==> src/rtl/lsu_pkg.sv <==
// Shared types and decode helpers for the load/store unit.
package lsu_pkg;

  typedef enum logic [1:0] {
    S_IDLE,
    S_REQ,
    S_WAIT,
    S_DONE
  } state_t;

  localparam logic [2:0] F3_B  = 3'b000;
  localparam logic [2:0] F3_H  = 3'b001;
  localparam logic [2:0] F3_W  = 3'b010;
  localparam logic [2:0] F3_BU = 3'b100;
  localparam logic [2:0] F3_HU = 3'b101;

  // funct3[1:0] encodes the access size for both loads and stores.
  function automatic logic is_misaligned(input logic [2:0] funct3, input logic [1:0] addr_lo);
    case (funct3[1:0])
      2'b01:   return addr_lo[0];
      2'b10:   return addr_lo != 2'b00;
      default: return 1'b0;
    endcase
  endfunction

  function automatic logic is_illegal(input logic we, input logic [2:0] funct3);
    if (we) begin
      return !(funct3 inside {F3_B, F3_H, F3_W});
    end
    return !(funct3 inside {F3_B, F3_H, F3_W, F3_BU, F3_HU});
  endfunction

endpackage

==> src/rtl/lsu_align.sv <==
// Lane steering: byte enables, replicated store data and extended load data.
// Purely combinational, no latency, no flow control of its own.
module lsu_align
  import lsu_pkg::*;
(
  input  logic [2:0]  funct3_i,
  input  logic [1:0]  addr_lo_i,
  input  logic [31:0] wdata_i,
  input  logic [31:0] rdata_i,
  output logic [3:0]  be_o,
  output logic [31:0] wdata_o,
  output logic [31:0] rdata_o
);

  logic [31:0] shifted;

  always_comb begin
    shifted = rdata_i >> {addr_lo_i, 3'b000};
    be_o    = 4'b1111;
    wdata_o = wdata_i;
    rdata_o = shifted;
    case (funct3_i)
      F3_B, F3_BU: begin
        be_o    = 4'b0001 << addr_lo_i;
        wdata_o = {4{wdata_i[7:0]}};
        // funct3[2] set marks the unsigned variants
        rdata_o = {{24{shifted[7] & ~funct3_i[2]}}, shifted[7:0]};
      end
      F3_H, F3_HU: begin
        be_o    = 4'b0011 << addr_lo_i;
        wdata_o = {2{wdata_i[15:0]}};
        rdata_o = {{16{shifted[15] & ~funct3_i[2]}}, shifted[15:0]};
      end
      default: ;
    endcase
  end

endmodule

==> src/rtl/load_store_unit.sv <==
// One handshaked word-port access per Req; store 2 cycles, load 3+ cycles, error 1 cycle.
// Core is stalled until Done; memory stalls via mem_gnt / mem_rvalid, accesses are never cancelled.
module load_store_unit
  import lsu_pkg::*;
#(
  parameter int ADDR_WIDTH = 32
) (
  input  logic                  clk,
  input  logic                  rst,
  input  logic                  Req,
  input  logic                  WE,
  input  logic [ADDR_WIDTH-1:0] Addr,
  input  logic [2:0]            funct3,
  input  logic [31:0]           WriteData,
  output logic [31:0]           ReadData,
  output logic                  Done,
  output logic                  Stall,
  output logic                  Error,
  output logic                  mem_req,
  output logic                  mem_we,
  output logic [ADDR_WIDTH-1:0] mem_addr,
  output logic [3:0]            mem_be,
  output logic [31:0]           mem_wdata,
  input  logic                  mem_gnt,
  input  logic                  mem_rvalid,
  input  logic [31:0]           mem_rdata
);

  state_t                state_q, state_d;
  logic                  we_q, we_d;
  logic [ADDR_WIDTH-1:0] addr_q, addr_d;
  logic [2:0]            f3_q, f3_d;
  logic [31:0]           wdata_q, wdata_d;
  logic [31:0]           rdata_q, rdata_d;
  logic                  err_q, err_d;

  logic [3:0]            be;
  logic [31:0]           wdata_rep;
  logic [31:0]           load_ext;
  logic                  acc_err;

  lsu_align u_align (
    .funct3_i  (f3_q),
    .addr_lo_i (addr_q[1:0]),
    .wdata_i   (wdata_q),
    .rdata_i   (mem_rdata),
    .be_o      (be),
    .wdata_o   (wdata_rep),
    .rdata_o   (load_ext)
  );

  assign acc_err = is_illegal(WE, funct3) | is_misaligned(funct3, Addr[1:0]);

  always_comb begin
    state_d = state_q;
    we_d    = we_q;
    addr_d  = addr_q;
    f3_d    = f3_q;
    wdata_d = wdata_q;
    rdata_d = rdata_q;
    err_d   = err_q;
    case (state_q)
      S_IDLE: begin
        if (Req) begin
          we_d    = WE;
          addr_d  = Addr;
          f3_d    = funct3;
          wdata_d = WriteData;
          rdata_d = '0;
          err_d   = acc_err;
          state_d = acc_err ? S_DONE : S_REQ;
        end
      end
      S_REQ: begin
        if (mem_gnt) begin
          state_d = we_q ? S_DONE : S_WAIT;
        end
      end
      S_WAIT: begin
        if (mem_rvalid) begin
          rdata_d = load_ext;
          state_d = S_DONE;
        end
      end
      S_DONE:  state_d = S_IDLE;
      default: state_d = S_IDLE;
    endcase
  end

  always_ff @(posedge clk or posedge rst) begin
    if (rst) begin
      state_q <= S_IDLE;
      we_q    <= 1'b0;
      addr_q  <= '0;
      f3_q    <= 3'b000;
      wdata_q <= 32'h0;
      rdata_q <= 32'h0;
      err_q   <= 1'b0;
    end else begin
      state_q <= state_d;
      we_q    <= we_d;
      addr_q  <= addr_d;
      f3_q    <= f3_d;
      wdata_q <= wdata_d;
      rdata_q <= rdata_d;
      err_q   <= err_d;
    end
  end

  // Memory-side fields are state-decoded so reset removes them immediately.
  assign mem_req   = (state_q == S_REQ);
  assign mem_we    = mem_req & we_q;
  assign mem_addr  = {addr_q[ADDR_WIDTH-1:2], 2'b00};
  assign mem_be    = mem_req ? be : 4'b0000;
  assign mem_wdata = (mem_req & we_q) ? wdata_rep : 32'h0;

  assign Done      = (state_q == S_DONE);
  assign Error     = Done & err_q;
  assign ReadData  = rdata_q;
  assign Stall     = Req & ~Done;

endmodule

==> config.mk <==
export PLATFORM = sky130hd
export DESIGN_NAME = load_store_unit
export DESIGN_NICKNAME = d
export VERILOG_FILES = /design/src/rtl/lsu_pkg.sv /design/src/rtl/lsu_align.sv /design/src/rtl/load_store_unit.sv
export SDC_FILE = /design/constraint.sdc
export NUM_CORES = 1
export LEC_CHECK = 0
export BUFFER_PORTS_ARGS = -buffer_cell sky130_fd_sc_hd__buf_2
export CAP_MARGIN = 20
export CORE_UTILIZATION = 49
export CTS_CLUSTER_DIAMETER = 60
export DETAILED_ROUTE_END_ITERATION = 10
export PLACE_DENSITY = 0.87
export SLEW_MARGIN = 20
export SYNTH_ARGS = -nofsm -noshare
export SYNTH_HDL_FRONTEND = slang
export SYNTH_SLANG_ARGS = --single-unit
==> constraint.sdc <==
create_clock -name clk -period 4.4 [get_ports clk]
set_clock_uncertainty 0.2 [all_clocks]
set_input_delay 0.44 -clock clk [delete_from_list [all_inputs] [get_ports clk]]
set_output_delay 0.44 -clock clk [all_outputs]
set_load 0.02 [all_outputs]
After elaboration in Yosys (flattened, before gate mapping)
Index checks and enable logic that the tools add are counted.

word-level totals
  latch bits = 0
  memory bits (writable) = 0
  bits of input ports = 105
  memories = 0
  ROM bits = 0
  output and inout bits = 105
  bits in registers = 103

cells by class
  order comparisons = 0
  div/mod/pow operators = 0
  add/subtract/negate cells = 0
  equal/unequal tests = 15
  shift operators = 3
  multiplexer cells = 18
  bitwise logic cells = 8
  $mul = 0
  reductions and logical operators = 14

operators by type and width
  operator                                                               number
  32-bit one-hot mux with 2 select lines                                 3
  32-bit 2-to-1 mux                                                      3
  32-bit by 5-bit right shift with 32-bit output                         1
  3-bit equality test, second input constant                             4
  2-bit 2-to-1 mux                                                       4
  2-bit one-hot mux with 4 select lines                                  1
  4-bit one-hot mux with 2 select lines                                  1
  2-bit equality test, second input constant                             3
  3-bit by 1-bit equality test with 1-bit output, second input constant  2
  3-bit logical NOT                                                      2
  3-bit AND reduction                                                    2
  1-bit bitwise AND                                                      5
  5-bit nonzero test                                                     1
  2-bit by 1-bit equality test with 1-bit output, second input constant  2
  1-bit 2-to-1 mux                                                       4
  4-bit 2-to-1 mux                                                       1
  2-bit != test, second input constant                                   2
  2-bit nonzero test                                                     2
  2-bit OR reduction                                                     2
  1-bit by 2-bit << shifter with 4-bit output, first input constant      1
  2-bit by 2-bit << shifter with 4-bit output, first input constant      1
  3-bit by 2-bit equality test with 1-bit output, second input constant  1
  3-bit nonzero test                                                     1
  1-bit logical NOT                                                      2
  6 further kinds                                                        7

Depth between registers and ports, before layout
  depth after elaboration = 9
  depth in mapped cells = 8

Modules after synthesis
Synthesis repeated with hierarchy kept, for this count alone.

second synthesis, totals
  cell total of the unflattened synthesis = 528
  area total of the unflattened synthesis = 5779.3 um^2

by module, submodules not included
  module           area each (um^2)  times used  cells each  seq. area each (um^2)
  load_store_unit  4510.6            1           336         2577.5
  lsu_align        1268.7            1           192         0.0

Worst setup path before layout
No wires, ideal clock.

  kind = register to output
  start = reg state_q[1]
  end = out mem_wdata[13]
  required time = 3760 ps
  arrival = 1793 ps
  stages on the path, launching flop included = 7
  setup slack = 1967 ps
  path buffers = 2
  cells stage by stage = dfrtp_1 inv_1 ha_1 clkbuf_1 nand2_1 clkbuf_1 a21oi_1

between the ends
  word-level cells in the longest chain between the ends = 3

ends and longest elaborated chain
  item                                            RTL line                text
  from (decl)                                     load_store_unit.sv:29   state_t state_q, state_d;
  from (signal assigned)                          load_store_unit.sv:100  state_q <= state_d;
  2-bit by 1-bit equality test with 1-bit output  load_store_unit.sv:111  assign mem_req = (state_q == S_REQ);
  named net mem_req                               load_store_unit.sv:19   output logic mem_req,
  1-bit bitwise AND                               load_store_unit.sv:115  assign mem_wdata = (mem_req & we_q) ? wdata_rep : 32'h0;
  32-bit 2-to-1 mux                               load_store_unit.sv:115
  to (decl)                                       load_store_unit.sv:23   output logic [31:0] mem_wdata,

The timed path passes the listed nets, and every way through them passes these cells.

Worst setup path in the final report
  start = reg state_q[1]
  end = out mem_wdata[12]

between the ends
  word-level cells in the longest chain between the ends = 3

ends and longest elaborated chain
  item                                            RTL line
  2-bit by 1-bit equality test with 1-bit output  load_store_unit.sv:111
  1-bit bitwise AND                               load_store_unit.sv:115
  32-bit 2-to-1 mux                               load_store_unit.sv:115

No other way between the ends.

==> metrics.txt <==
# TYPE chip_impl_metric gauge
chip_impl_info{name="outcome",value="finished, final reports clean"} 1
chip_impl_info{name="synthTopCellsByCount",value="103 x sky130_fd_sc_hd__dfrtp_1, 46 x sky130_fd_sc_hd__mux2_2, 40 x sky130_fd_sc_hd__nand2_1"} 1
chip_impl_metric{name="multi_input_area",unit="um^2"} 2390
chip_impl_metric{name="drc_violations_left",unit=""} 0
chip_impl_metric{name="worst_slew_margin_rel",unit="%"} 31.76
chip_impl_metric{name="period_share",unit="%"} 73.05
chip_impl_metric{name="finalMaxSlewViolations",unit=""} 0
chip_impl_metric{name="routed_wl",unit="um"} 13530
chip_impl_info{name="critical_path.startpoint_type",value="register"} 1
chip_impl_metric{name="port_buffers",unit=""} 207
chip_impl_metric{name="drtIter0Drc",unit=""} 209
chip_impl_metric{name="ys_ff_latch",unit=""} 103
chip_impl_metric{name="clock_path_buffers",unit=""} 2
chip_impl_metric{name="cts-buffers-inserted",unit=""} 9
chip_impl_info{name="critPathCaptureType",value="output pin"} 1
chip_impl_metric{name="critPathMaxStageDelay",unit="ns"} 0.65
chip_impl_metric{name="vias_per_cell",unit=""} 5.407
chip_impl_metric{name="timing.critical_path.fanout_max",unit=""} 26
chip_impl_metric{name="synth_area",unit="um^2"} 5391
chip_impl_metric{name="design.die.area",unit="um^2"} 11430
chip_impl_metric{name="setup_tns",unit="ns"} 0
chip_impl_metric{name="cts.repair_timing.setup_buffer_count",unit=""} 0
chip_impl_metric{name="dp_hpwl",unit="um"} 9848
chip_impl_metric{name="post-synth-top-area-fraction",unit="%"} 47.81
chip_impl_metric{name="worst_r2r_path_depth",unit=""} 5
chip_impl_info{name="tritoncts",value="yes"} 1
chip_impl_info{name="yosysMostFrequentCell",value="sky130_fd_sc_hd__dfrtp_1"} 1
chip_impl_metric{name="synth_fa_ha_area_share",unit="%"} 1.857
chip_impl_info{name="critical_path_class",value="reg -> out"} 1
chip_impl_metric{name="die_width",unit="um"} 106.9
chip_impl_metric{name="ys_warn_count",unit=""} 0
chip_impl_info{name="critPathSlowestCell",value="sky130_fd_sc_hd__nand2_1"} 1
chip_impl_metric{name="final-seq-area",unit="um^2"} 2577
chip_impl_metric{name="grt_start_max_net_pins",unit=""} 74
chip_impl_metric{name="antenna_violations_before_repair",unit=""} 1
chip_impl_metric{name="ios",unit=""} 210
chip_impl_metric{name="hold_viol",unit=""} 0
chip_impl_metric{name="floorplan.initialDensity",unit="%"} 51.30
chip_impl_metric{name="leakage",unit="nW"} 3.364
chip_impl_metric{name="drive_gt1_share",unit="%"} 42.81
chip_impl_metric{name="grt_overflow",unit=""} 0
chip_impl_metric{name="dieHeight",unit="um"} 106.9
chip_impl_metric{name="clk_latency",unit="ns"} 0.36
chip_impl_metric{name="worstMarginPinSlew",unit="ns"} 1.024
chip_impl_info{name="crit_chain",value="inv_1 > ha_1 > nand2_1 > a21oi_1 > buf_2"} 1
chip_impl_metric{name="synthMuxAreaShare",unit="%"} 22.02
chip_impl_metric{name="syn_area_cell",unit="um^2"} 10.85
chip_impl_metric{name="final_critical_path_time_including_i_o_delays_and_setup",unit="ns"} 3.214
chip_impl_metric{name="finalNetCount",unit=""} 769
chip_impl_info{name="post_synth_main_area_contributors",value="sky130_fd_sc_hd__dfrtp_1 48%, sky130_fd_sc_hd__mux2_2 9.6%, sky130_fd_sc_hd__mux2i_1 5.9%"} 1
chip_impl_metric{name="hold_ws",unit="ns"} 0.009203
chip_impl_metric{name="route.antenna.remaining_nets",unit=""} 0
chip_impl_metric{name="grt_pass1_vias",unit=""} 4350
chip_impl_metric{name="r2r_slack",unit="ns"} 1.94
chip_impl_metric{name="num_vias",unit=""} 4315
chip_impl_metric{name="setup_viol",unit=""} 0
chip_impl_metric{name="synth_simple_gate_area_share",unit="%"} 9.469
chip_impl_metric{name="synth_compound_gate_area_share",unit="%"} 10.58
chip_impl_info{name="ctsRootBufferMaster",value="sky130_fd_sc_hd__clkbuf_8"} 1
chip_impl_info{name="worst_r2r_startpoint",value="state_q[0]"} 1
chip_impl_metric{name="ctsHoldBuffers",unit=""} 0
chip_impl_metric{name="achievable-frequency",unit="GHz"} 0.3111
chip_impl_metric{name="grt_pass1_wl",unit="um"} 21380
chip_impl_metric{name="power-per-cell-area",unit="nW/um^2"} 757.1
chip_impl_metric{name="peakVddDrop",unit="mV"} 0.3890
chip_impl_metric{name="postSynth.asyncResetShare",unit="%"} 100.0
chip_impl_metric{name="first_pass_iters",unit=""} 5
chip_impl_metric{name="gp_congestion",unit=""} 0.8946
chip_impl_metric{name="cts.sink_count",unit=""} 103
chip_impl_metric{name="cts-resized-gates",unit=""} 0
chip_impl_metric{name="synth_seq_area_share",unit="%"} 47.81
chip_impl_metric{name="routedWlPerCell",unit="um"} 16.95
chip_impl_metric{name="worstPathRequired",unit="ns"} 3.76
chip_impl_info{name="unrepaired_setup_endpoints_after_global_routing",value="no"} 1
chip_impl_info{name="synth_top_cell_by_area",value="sky130_fd_sc_hd__dfrtp_1"} 1
chip_impl_metric{name="timing.critical_path.arrival",unit="ns"} 2.57
chip_impl_metric{name="gr-usage-all-layers",unit="%"} 24.10
chip_impl_metric{name="rows",unit=""} 37
chip_impl_metric{name="core_area",unit="um^2"} 10510
chip_impl_metric{name="cap_violations",unit=""} 0
chip_impl_metric{name="nFillCells",unit=""} 856
chip_impl_info{name="synth_top_family_by_area",value="multiplexers"} 1
chip_impl_metric{name="yosys.cell_types.count",unit=""} 39
chip_impl_metric{name="synth_enable_flop_cells",unit=""} 0
chip_impl_metric{name="area_growth",unit="%"} 20.38
chip_impl_metric{name="post_synth_inst_count",unit=""} 497
chip_impl_info{name="timing.hold.worst.class",value="in -> async"} 1
chip_impl_info{name="rr_endpoint",value="ReadData[30]"} 1
chip_impl_metric{name="cts_htree_levels",unit=""} 3
chip_impl_metric{name="cts.reportedPaths.clkPinSlew",unit="ns"} 0.10
chip_impl_info{name="synth-main-ff-cell",value="sky130_fd_sc_hd__dfrtp_1"} 1
chip_impl_metric{name="synth-xor-area-share",unit="%"} 0
==> worst max-delay path, delay by kind of cell, from the launching register on <==
family / cells / cell delay (ns)
fa+ha+maj: 1 / 0.49
simple gates: 1 / 0.65
buf+inv: 2 / 0.34
flops: 1 / 0.43
compound gates: 1 / 0.31
==> cell families after synthesis <==
logic type               after synthesis
AO/OA/AOI/OAI                         93
adder cells (fa/ha/maj)                8
buffers and inverters                 79
flip-flops                           103
multiplexers                         107
other                                  1
AND/OR/NAND/NOR                      106
==> where the power goes <==
| part | internal, mW | switching, mW |
|---|---|---|
| sequential | 1.40 | 0.344 |
| clock | 0.289 | 0.342 |
| combinational | 1.03 | 1.51 |
| total | 2.71 | 2.20 |
==> flip-flops by register name, summed over array words and instances, names as in the netlist <==
register and cells:
state_q 2, f3_q 3, err_q 1, wdata_q 32
we_q 1, ReadData 32, addr_q 32
==> metal layers <==
metal  up-vias  track usage [%]  share of wire (%)
met4         0            6.164               0.81
met2       203            42.30                 50
met1      2079            30.32                 41
li1       2026                -                  -
met3         7            4.863                7.9
met5         -                0                  0
==> cell type report <==
cell class,count,share of cell area (%)
flip-flops and latches,103,39.71
well taps,136,2.622
repair buffers,213,16.71
clock buffers,10,2.121
inverters,13,0.7904
multi-input cells,316,36.82
clock inverters,6,1.176
diodes,1,0.03856
==> through the flow <==
stage	power (mW)	util, %	worst slack (ns)	instances	cell area [um^2]
6_report	4.914	61.76	1.186	798	6490
5_1_grt	5.250	61.73	0.8522	797	6487
4_1_cts	4.932	61.63	1.101	796	6476
3_5_place_dp	4.295	59.59	1.518	780	6262
3_3_place_gp	4.188	59.59	1.624	780	6262
2_1_floorplan	3.706	-	1.056	498	5395
==> cell usage in the layout, fill, tap and decap left out, types with 5 or more instances in the layout <==
master | synthesis | routed
sky130_fd_sc_hd__buf_4 | 33 | 5
sky130_fd_sc_hd__mux2i_1 | 32 | 32
sky130_fd_sc_hd__mux2_2 | 46 | 46
sky130_fd_sc_hd__a21oi_1 | 36 | 36
sky130_fd_sc_hd__clkbuf_8 | 0 | 10
sky130_fd_sc_hd__o21ai_0 | 9 | 9
sky130_fd_sc_hd__o21ai_1 | 23 | 23
sky130_fd_sc_hd__a221o_1 | 16 | 16
sky130_fd_sc_hd__nand3b_1 | 10 | 10
sky130_fd_sc_hd__and3_1 | 8 | 8
sky130_fd_sc_hd__dfrtp_1 | 103 | 103
sky130_fd_sc_hd__inv_1 | 13 | 12
sky130_fd_sc_hd__ha_1 | 8 | 8
sky130_fd_sc_hd__nand2_1 | 40 | 39
sky130_fd_sc_hd__mux2_1 | 27 | 27
sky130_fd_sc_hd__nor2_1 | 37 | 37
sky130_fd_sc_hd__buf_2 | 5 | 207
==> worst max path at each step <==
| stage | from | endpoint | slack (ns) |
|---|---|---|---|
| floorplan | rst | ReadData[0] | 1.06 |
| global placement | state_q[1] | mem_wdata[15] | 1.62 |
| detailed placement | f3_q[0] | mem_wdata[14] | 1.52 |
| CTS | f3_q[0] | mem_wdata[14] | 1.10 |
| global route | state_q[1] | mem_wdata[15] | 0.85 |
| finish | state_q[1] | mem_wdata[12] | 1.19 |
(Power assumes the default switching activity.)
